===== config.mk =====
export PLATFORM = sky130hd
export DESIGN_NAME = branch_predictor_btb
export DESIGN_NICKNAME = d
export VERILOG_FILES = /design/src/rtl/bp_pkg.sv /design/src/rtl/bp_sat_counter.sv /design/src/rtl/branch_predictor_btb.sv
export SDC_FILE = /design/constraint.sdc
export NUM_CORES = 1
export LEC_CHECK = 0
export CAP_MARGIN = 15
export CORE_MARGIN = 1
export CORE_UTILIZATION = 25
export DETAILED_ROUTE_END_ITERATION = 8
export GPL_TIMING_DRIVEN = 1
export PLACE_DENSITY_LB_ADDON = 0.15
export SETUP_SLACK_MARGIN = 0.02
export SYNTH_ARGS = -nofsm -noshare
export SYNTH_HDL_FRONTEND = slang
export SYNTH_SLANG_ARGS = --single-unit

===== constraint.sdc =====
create_clock -name clk -period 4.31 [get_ports clk]
set_input_delay 0.862 -clock clk [delete_from_list [all_inputs] [get_ports clk]]
set_output_delay 0.862 -clock clk [all_outputs]
set_load 0.05 [all_outputs]

===== src/rtl/bp_pkg.sv =====
// Shared definitions for the branch target buffer: counter encodings and
// the saturating update rule used by every per-entry counter.
package bp_pkg;

    // 2-bit direction counter states, strongly/weakly not-taken and taken
    typedef enum logic [1:0] {
        CTR_SNT = 2'b00,
        CTR_WNT = 2'b01,
        CTR_WT  = 2'b10,
        CTR_ST  = 2'b11
    } ctr_state_e;

    // Next counter value: step up on inc, down on dec, hold at the ends
    function automatic logic [1:0] sat_update(input logic [1:0] cur,
                                              input logic       inc,
                                              input logic       dec);
        logic [1:0] nxt;
        nxt = cur;
        if (inc && !dec) begin
            if (cur != CTR_ST) nxt = cur + 2'b01;
        end else if (dec && !inc) begin
            if (cur != CTR_SNT) nxt = cur - 2'b01;
        end
        return nxt;
    endfunction

endpackage


===== src/rtl/bp_sat_counter.sv =====
// One 2-bit saturating direction counter with a parallel load used when a
// fresh branch is allocated into the owning entry.
module bp_sat_counter
    import bp_pkg::*;
#(
    parameter logic [1:0] RST_VAL = 2'b01
) (
    input  logic       clk,
    input  logic       rst,
    input  logic       inc,
    input  logic       dec,
    input  logic       load,
    input  logic [1:0] load_val,
    output logic [1:0] ctr
);

    // Reset beats load, and load beats a training step
    always_ff @(posedge clk) begin
        if (rst) begin
            ctr <= RST_VAL;
        end else if (load) begin
            ctr <= load_val;
        end else begin
            ctr <= sat_update(ctr, inc, dec);
        end
    end

endmodule


===== src/rtl/branch_predictor_btb.sv =====
// Fully associative branch target buffer with per-entry 2-bit counters.
// Fetch looks up combinationally; EX trains, allocates or drops entries at
// the next edge. There is no bypass, so fetch always sees pre-update state.
module branch_predictor_btb
    import bp_pkg::*;
#(
    parameter int         PC_W        = 5,
    parameter int         DEPTH       = 8,
    parameter logic [1:0] CTR_INIT_NT = 2'b01
) (
    input  logic            clk,
    input  logic            rst,
    input  logic [PC_W-1:0] F_pc,
    input  logic            F_stall,
    input  logic            EX_brn,
    input  logic            EX_inval,
    input  logic [PC_W-1:0] EX_pc,
    input  logic [PC_W-1:0] EX_alu_out,
    input  logic            EX_true_taken,
    output logic            F_BP_hit,
    output logic            F_BP_taken,
    output logic [PC_W-1:0] F_BP_target_pc
);

    localparam int IDX_W = $clog2(DEPTH);

    logic            valid   [DEPTH];
    logic [PC_W-1:0] tags    [DEPTH];
    logic [PC_W-1:0] targets [DEPTH];
    logic [1:0]      ctr     [DEPTH];
    logic [IDX_W-1:0] rr_ptr;

    logic             f_hit;
    logic [IDX_W-1:0] f_idx;
    logic             ex_hit;
    logic [IDX_W-1:0] ex_idx;
    logic             have_free;
    logic [IDX_W-1:0] free_idx;
    logic [IDX_W-1:0] victim;
    logic             alloc_en;
    logic [PC_W-1:0]  fall_through;

    // Fetch-side match; scanning downward leaves the lowest matching index
    always_comb begin
        f_hit = 1'b0;
        f_idx = '0;
        for (int i = DEPTH - 1; i >= 0; i--) begin
            if (valid[i] && tags[i] == F_pc) begin
                f_hit = 1'b1;
                f_idx = IDX_W'(i);
            end
        end
    end

    // EX-side match plus the lowest free slot for a possible allocation
    always_comb begin
        ex_hit    = 1'b0;
        ex_idx    = '0;
        have_free = 1'b0;
        free_idx  = '0;
        for (int i = DEPTH - 1; i >= 0; i--) begin
            if (valid[i] && tags[i] == EX_pc) begin
                ex_hit = 1'b1;
                ex_idx = IDX_W'(i);
            end
            if (!valid[i]) begin
                have_free = 1'b1;
                free_idx  = IDX_W'(i);
            end
        end
    end

    assign alloc_en     = EX_brn && !ex_hit;
    assign victim       = have_free ? free_idx : rr_ptr;
    assign fall_through = F_pc + {{(PC_W-1){1'b0}}, ~F_stall};

    assign F_BP_hit       = f_hit;
    assign F_BP_taken     = f_hit && ctr[f_idx][1];
    assign F_BP_target_pc = F_BP_taken ? targets[f_idx] : fall_through;

    // One direction counter per entry, trained only by the entry EX hits
    for (genvar g = 0; g < DEPTH; g++) begin : g_ctr
        bp_sat_counter #(
            .RST_VAL (CTR_INIT_NT)
        ) u_ctr (
            .clk      (clk),
            .rst      (rst),
            .inc      (EX_brn && ex_hit && ex_idx == IDX_W'(g) &&  EX_true_taken),
            .dec      (EX_brn && ex_hit && ex_idx == IDX_W'(g) && !EX_true_taken),
            .load     (alloc_en && victim == IDX_W'(g)),
            .load_val (EX_true_taken ? CTR_WT : CTR_INIT_NT),
            .ctr      (ctr[g])
        );
    end

    // Entry state: resolved branches win over invalidation; the round-robin
    // pointer only moves when a still-valid entry gets thrown out
    always_ff @(posedge clk) begin
        if (rst) begin
            for (int i = 0; i < DEPTH; i++) begin
                valid[i]   <= 1'b0;
                tags[i]    <= '0;
                targets[i] <= '0;
            end
            rr_ptr <= '0;
        end else if (EX_brn) begin
            if (ex_hit) begin
                if (EX_true_taken) targets[ex_idx] <= EX_alu_out;
            end else begin
                valid[victim]   <= 1'b1;
                tags[victim]    <= EX_pc;
                targets[victim] <= EX_alu_out;
                if (!have_free) rr_ptr <= rr_ptr + IDX_W'(1);
            end
        end else if (EX_inval && ex_hit) begin
            valid[ex_idx] <= 1'b0;
        end
    end

endmodule

-- Word-level counts from Yosys, hierarchy flattened
Memory sizes are Yosys's and may differ from the RTL's.
Cells that the tools add are included.
- flip-flop bits (word level): 19
- memory bits (writable): 88
- input port bits: 21
- output and inout bits: 7
- memories kept: 3
- memories (name ; depth ; width ; rd ports ; clocked after Yosys merged registers in ; wr ports ; line ; text):
    tags ; 8 ; 5 ; 8 ; 0 ; 8 ; branch_predictor_btb.sv:28 ; logic [PC_W-1:0] tags [DEPTH];
    targets ; 8 ; 5 ; 1 ; 0 ; 8 ; branch_predictor_btb.sv:29 ; logic [PC_W-1:0] targets [DEPTH];
    valid ; 8 ; 1 ; 8 ; 0 ; 8 ; branch_predictor_btb.sv:27 ; logic valid [DEPTH];
- add/subtract/negate cells: 18
- order comparisons: 1
- eq/ne operators: 46
- multiplexer cells: 124
- bitwise gates (word level): 4
- reduce and logical (&&, ||, !) cells: 126
- operators with widths (operator ; number):
    2-to-1 mux 3 bit ; 30
    2-to-1 mux 2 bit ; 43
    == test 5 bit ; 16
    logical AND 1 bit ; 68
    nonzero test 3 bit ; 16
    2-to-1 mux 1 bit ; 46
    AND reduction 3 bit ; 9
    == test 3 bit (second input constant) ; 8
    != test 3 x 2 -> 1 bit (second input constant) ; 8
    2-to-1 mux 5 bit ; 4
    zero test 1 bit ; 18
    adder 2 x 1 -> 2 bit (second input constant) ; 8
    != test 2 bit (second input constant) ; 8
    nonzero test 2 bit ; 8
    subtractor 2 x 1 -> 2 bit (second input constant) ; 8
    OR reduction 5 bit ; 3
    == test 3 x 2 -> 1 bit (second input constant) ; 4
    binary-select mux 2 bit (select 3 bit) ; 1
    == test 3 x 1 -> 1 bit (second input constant) ; 2
    zero test 3 bit ; 2
    adder 5 x 1 -> 5 bit ; 1
    >= comparator 4 bit (second input constant) ; 1
    NOT 3 -> 4 bit ; 1
    adder 3 x 1 -> 3 bit (second input constant) ; 1
    other kinds (2) ; 5

-- Longest topological paths before layout
- word-level depth: 18
- gate-level depth with buffers: 11
- mapped depth without buffers: 8

-- Modules after synthesis
Synthesis repeated with hierarchy kept, for this count alone.
- cell total of the unflattened synthesis: 704
- area total of the unflattened synthesis: 6965.4 um^2
- modules (own cells, without submodules) (module ; instances ; cells each ; area an instance (um^2) ; seq. area each (um^2)):
    branch_predictor_btb ; 1 ; 584 ; 6004.5 ; 2702.6
    bp_sat_counter ; 8 ; 15 ; 120.1 ; 40.0

-- Least setup slack after synthesis
OpenSTA, ideal clock, no wires.
- path kind: input to output
- from: input F_pc[0]
- to: output F_BP_target_pc[0]
- arrival: 3.003 ns
- data required time: 3.448 ns
- slack: 0.445 ns
- stages: 10
- buffers on the path: 2
- path through: buf_6 > xor2_1 > nor4_4 > a311oi_2 > o311ai_4 > a21o_1 > buf_6 > mux2_1 > a22oi_1 > mux2_4
- longest elaborated chain between the ends: 16
- elaborated cells on any way between the ends: 40
- classes of those cells: add/sub (1); eq/ne (8); mux (20); bitwise (1); reduce/logical (9); memory (1)
- RTL lines (element ; line ; text):
    start, declared ; branch_predictor_btb.sv:13 ; input logic [PC_W-1:0] F_pc,
    == test 5 bit ; branch_predictor_btb.sv:48 ; if (valid[i] && tags[i] == F_pc) begin
    logical AND 1 bit ; branch_predictor_btb.sv:48 ;
    2-to-1 mux 3 bit (8 in a row) ; branch_predictor_btb.sv:48 ;
    NOT 3 -> 4 bit (implied by the code) ; branch_predictor_btb.sv:78 ; assign F_BP_taken = f_hit && ctr[f_idx][1];
    binary-select mux 2 bit (select 3 bit) ; branch_predictor_btb.sv:78 ;
    2-to-1 mux 2 bit (implied by the code) (2 in a row) ; branch_predictor_btb.sv:78 ;
    logical AND 1 bit ; branch_predictor_btb.sv:78 ;
    2-to-1 mux 5 bit * ; branch_predictor_btb.sv:79 ; assign F_BP_target_pc = F_BP_taken ? targets[f_idx] : fall_through;
    end, declared ; branch_predictor_btb.sv:22 ; output logic [PC_W-1:0] F_BP_target_pc
Mark *: on every way between the ends. The rest lies on a longest branch, timed or not. The select of a mux whose other input is x is not followed.

-- Final worst setup path
Ends and elaborated chain as after synthesis.

==> out/results.ini <==
[status]
run_status=complete, no violations

[timing]
rsz0062_at_grt=no
fin_skew_ps=13.8
worst_pin_slew_ps=842
layout_setup_ws_ps=93.3
fmax_ghz=0.237
setup_viol=0
drv_slew=0
period_share_pct=97.8
finalHoldViolCount=0
slew_headroom_pct=43.3
layout_min_cycle_time_ps=4220

[yosys]
synth_seq_cells=107
synth_common_cells=88 x edfxtp_1, 53 x xor2_1, 49 x nor2_1
seq_area_frac_synth_pct=43.3
ys_top_cells_by_area=edfxtp_1 38%, xor2_1 6.6%, dfxtp_1 5.4%
synth_most_common_cell=edfxtp_1
syn_inst=674
netlist_area_sq_um=6990
syn_area_per_cell_sq_um=10.4
async_flop_share_pct=0
yosysWarnings=0
netlist.area_leader.share_pct=37.8
synth_fp_nets=698
synth-edff-count=88
yosysTopAreaCell=edfxtp_1
synthFlopType=edfxtp_1
yosysUniqueCellTypes=83

[floorplan]
initial_core_util_pct=25.7
fp.dieW_um=169
row_count=60
ios=28
fp.coreArea_sq_um=27200
die-area_sq_um=28600
fp.dieH_um=169

[finish]
fill_cells=2808
antenna_cells=0
nets=790
area_growth_pct=26.9
finish.utilization_pct=32.6
layout-drive-gt1-share_pct=27.7

[cts]
ctsHoldBuffers=0
cts_root_buf=clkbuf_16
cts.clk_slew.worst_paths_ps=80
clock_path_buffers=2
clk_latency_ps=370
htree_num_levels=3
cts_buffers=9
cts_sinks=107
cts_tree=built

[grt]
grt_pass1_wl_mm=34.2
grt_overflow=0
grt_pass1_vias=5899
grt_usage_pct=16.0
grt_max_degree=39
grt_antenna_before_repair=0

[hold_path]
hold_class=reg2reg

[worst_setup_path]
critPathMaxFanout=6
required_ps=3450
worstPathArrival_ps=3350
start_kind=input pin
path_class=in2out
critPathCaptureType=output port

[drt]
vias=5676
dr.pass1.iters=5
wirelength_mm=22.3
ant_nets=0
wl_per_cell_um=19.5
first_iter_violations=399
drc=0
routed_via_density=4.97

[pwr]
ir_worst_vdd_v=0.000195
p_leak_uw=0.00332
p_per_area_nw_per_um2=299

[placement]
portBuffers=27
gp_congestion=0.830
dp_hpwl_mm=17.0
post-place-ws_ps=-392

[flow_run]
maxCapViolCount=0

-- layout by cell type, fill, tap and decap left out, drive strengths merged, types with 17 or more instances in the layout --
cell type  count
edfxtp        88
nand2         43
and3          20
xnor2         31
and2          32
dfxtp         19
nor3          29
xor2          55
nand4         17
nor4          19
nand3         23
nor2          50
inv           20
buf          104
o21ai         31
-- repair_timing --
| item | 4_1_cts | 5_1_grt |
|---|---|---|
| gates cloned | 1 | 0 |
| setup buffers | 6 | 3 |
| resized for setup | 48 | 15 |
| pin swaps | 19 | 12 |
| setup endpoints to repair | 6 | 5 |
-- worst max-delay path, cell delays in order --
cell,delay [ps]
clkdlybuf4s15_2,240
buf_6,160
buf_4,130
xor2_1,140
nor4_1,80
and2_4,150
or4_4,590
o31ai_4,260
o21ai_2,90
o311a_4,160
mux2_4,330
buf_12,150
-- metal layers --
metal	routed length, um	part of all wire [%]	track usage, %	vias up
met5	0	0	0	-
met4	388	1.7	5.33	0
met3	870	3.9	2.26	25
met2	10800	48	27.1	129
met1	10200	46	20.9	2826
li1	-	-	-	2696
-- report_power, final --
part           internal [uW]  switching (uW)
combinational            215             280
clock                    515             418
sequential              1170            51.5
total                   1900             749
-- stage by stage --
step                hold slack, ps  instances  TNS [ps]  power [uW]  cell area (sq um)
finish                         484       1142         0        2650               8870
global route                   496       1142         0        2740               8870
CTS                            486       1139         0        2660               8780
floorplan                      445        674         0        1520               6990
detailed placement             475       1118     -1980        1700               8190
global placement               456       1118     -1720        1700               8190
-- flip-flops by register name (all words and copies together) (netlist names) --
| name | flops |
|---|---|
| tags | 40 |
| targets | 40 |
| g_ctr.u_ctr.ctr | 16 |
| valid | 8 |
| rr_ptr | 3 |
-- final cells by class --
type / instances / area, sq um / share of cell area [%]
multi-input cells: 508 / 3840 / 43.3
flip-flops and latches: 107 / 3020 / 34.1
repair buffers: 123 / 1160 / 13.1
well taps: 372 / 465 / 5.25
clock buffers: 9 / 225 / 2.54
clock inverters: 6 / 95.1 / 1.07
inverters: 17 / 63.8 / 0.719
-- path summary, 6_finish.rpt --
| check | start | end | slack, ps | cells past startpoint |
|---|---|---|---|---|
| setup / recovery | F_pc[0] | F_BP_target_pc[0] | 90 | 12 |
| hold / removal | g_ctr[3].u_ctr.ctr[0] | g_ctr[3].u_ctr.ctr[1] | 480 | 2 |
| setup reg to reg | tags[7][2] | targets[1][0] | 1390 | 7 |
| hold reg to reg | g_ctr[3].u_ctr.ctr[0] | g_ctr[3].u_ctr.ctr[1] | 480 | 2 |
-- logic make-up after synthesis --
| group | after synthesis | synth area share (%) |
|---|---|---|
| DFF | 107 | 43.3 |
| buffers and inverters | 59 | 5.28 |
| xor gates and xnor gates | 86 | 11.0 |
| AOI/OAI and AO/OA | 134 | 14.8 |
| adders and majority gates | 3 | 0.537 |
| and+or+nand+nor | 268 | 22.0 |
| muxes | 17 | 3.08 |
Power figures use the tool's default switching activity.
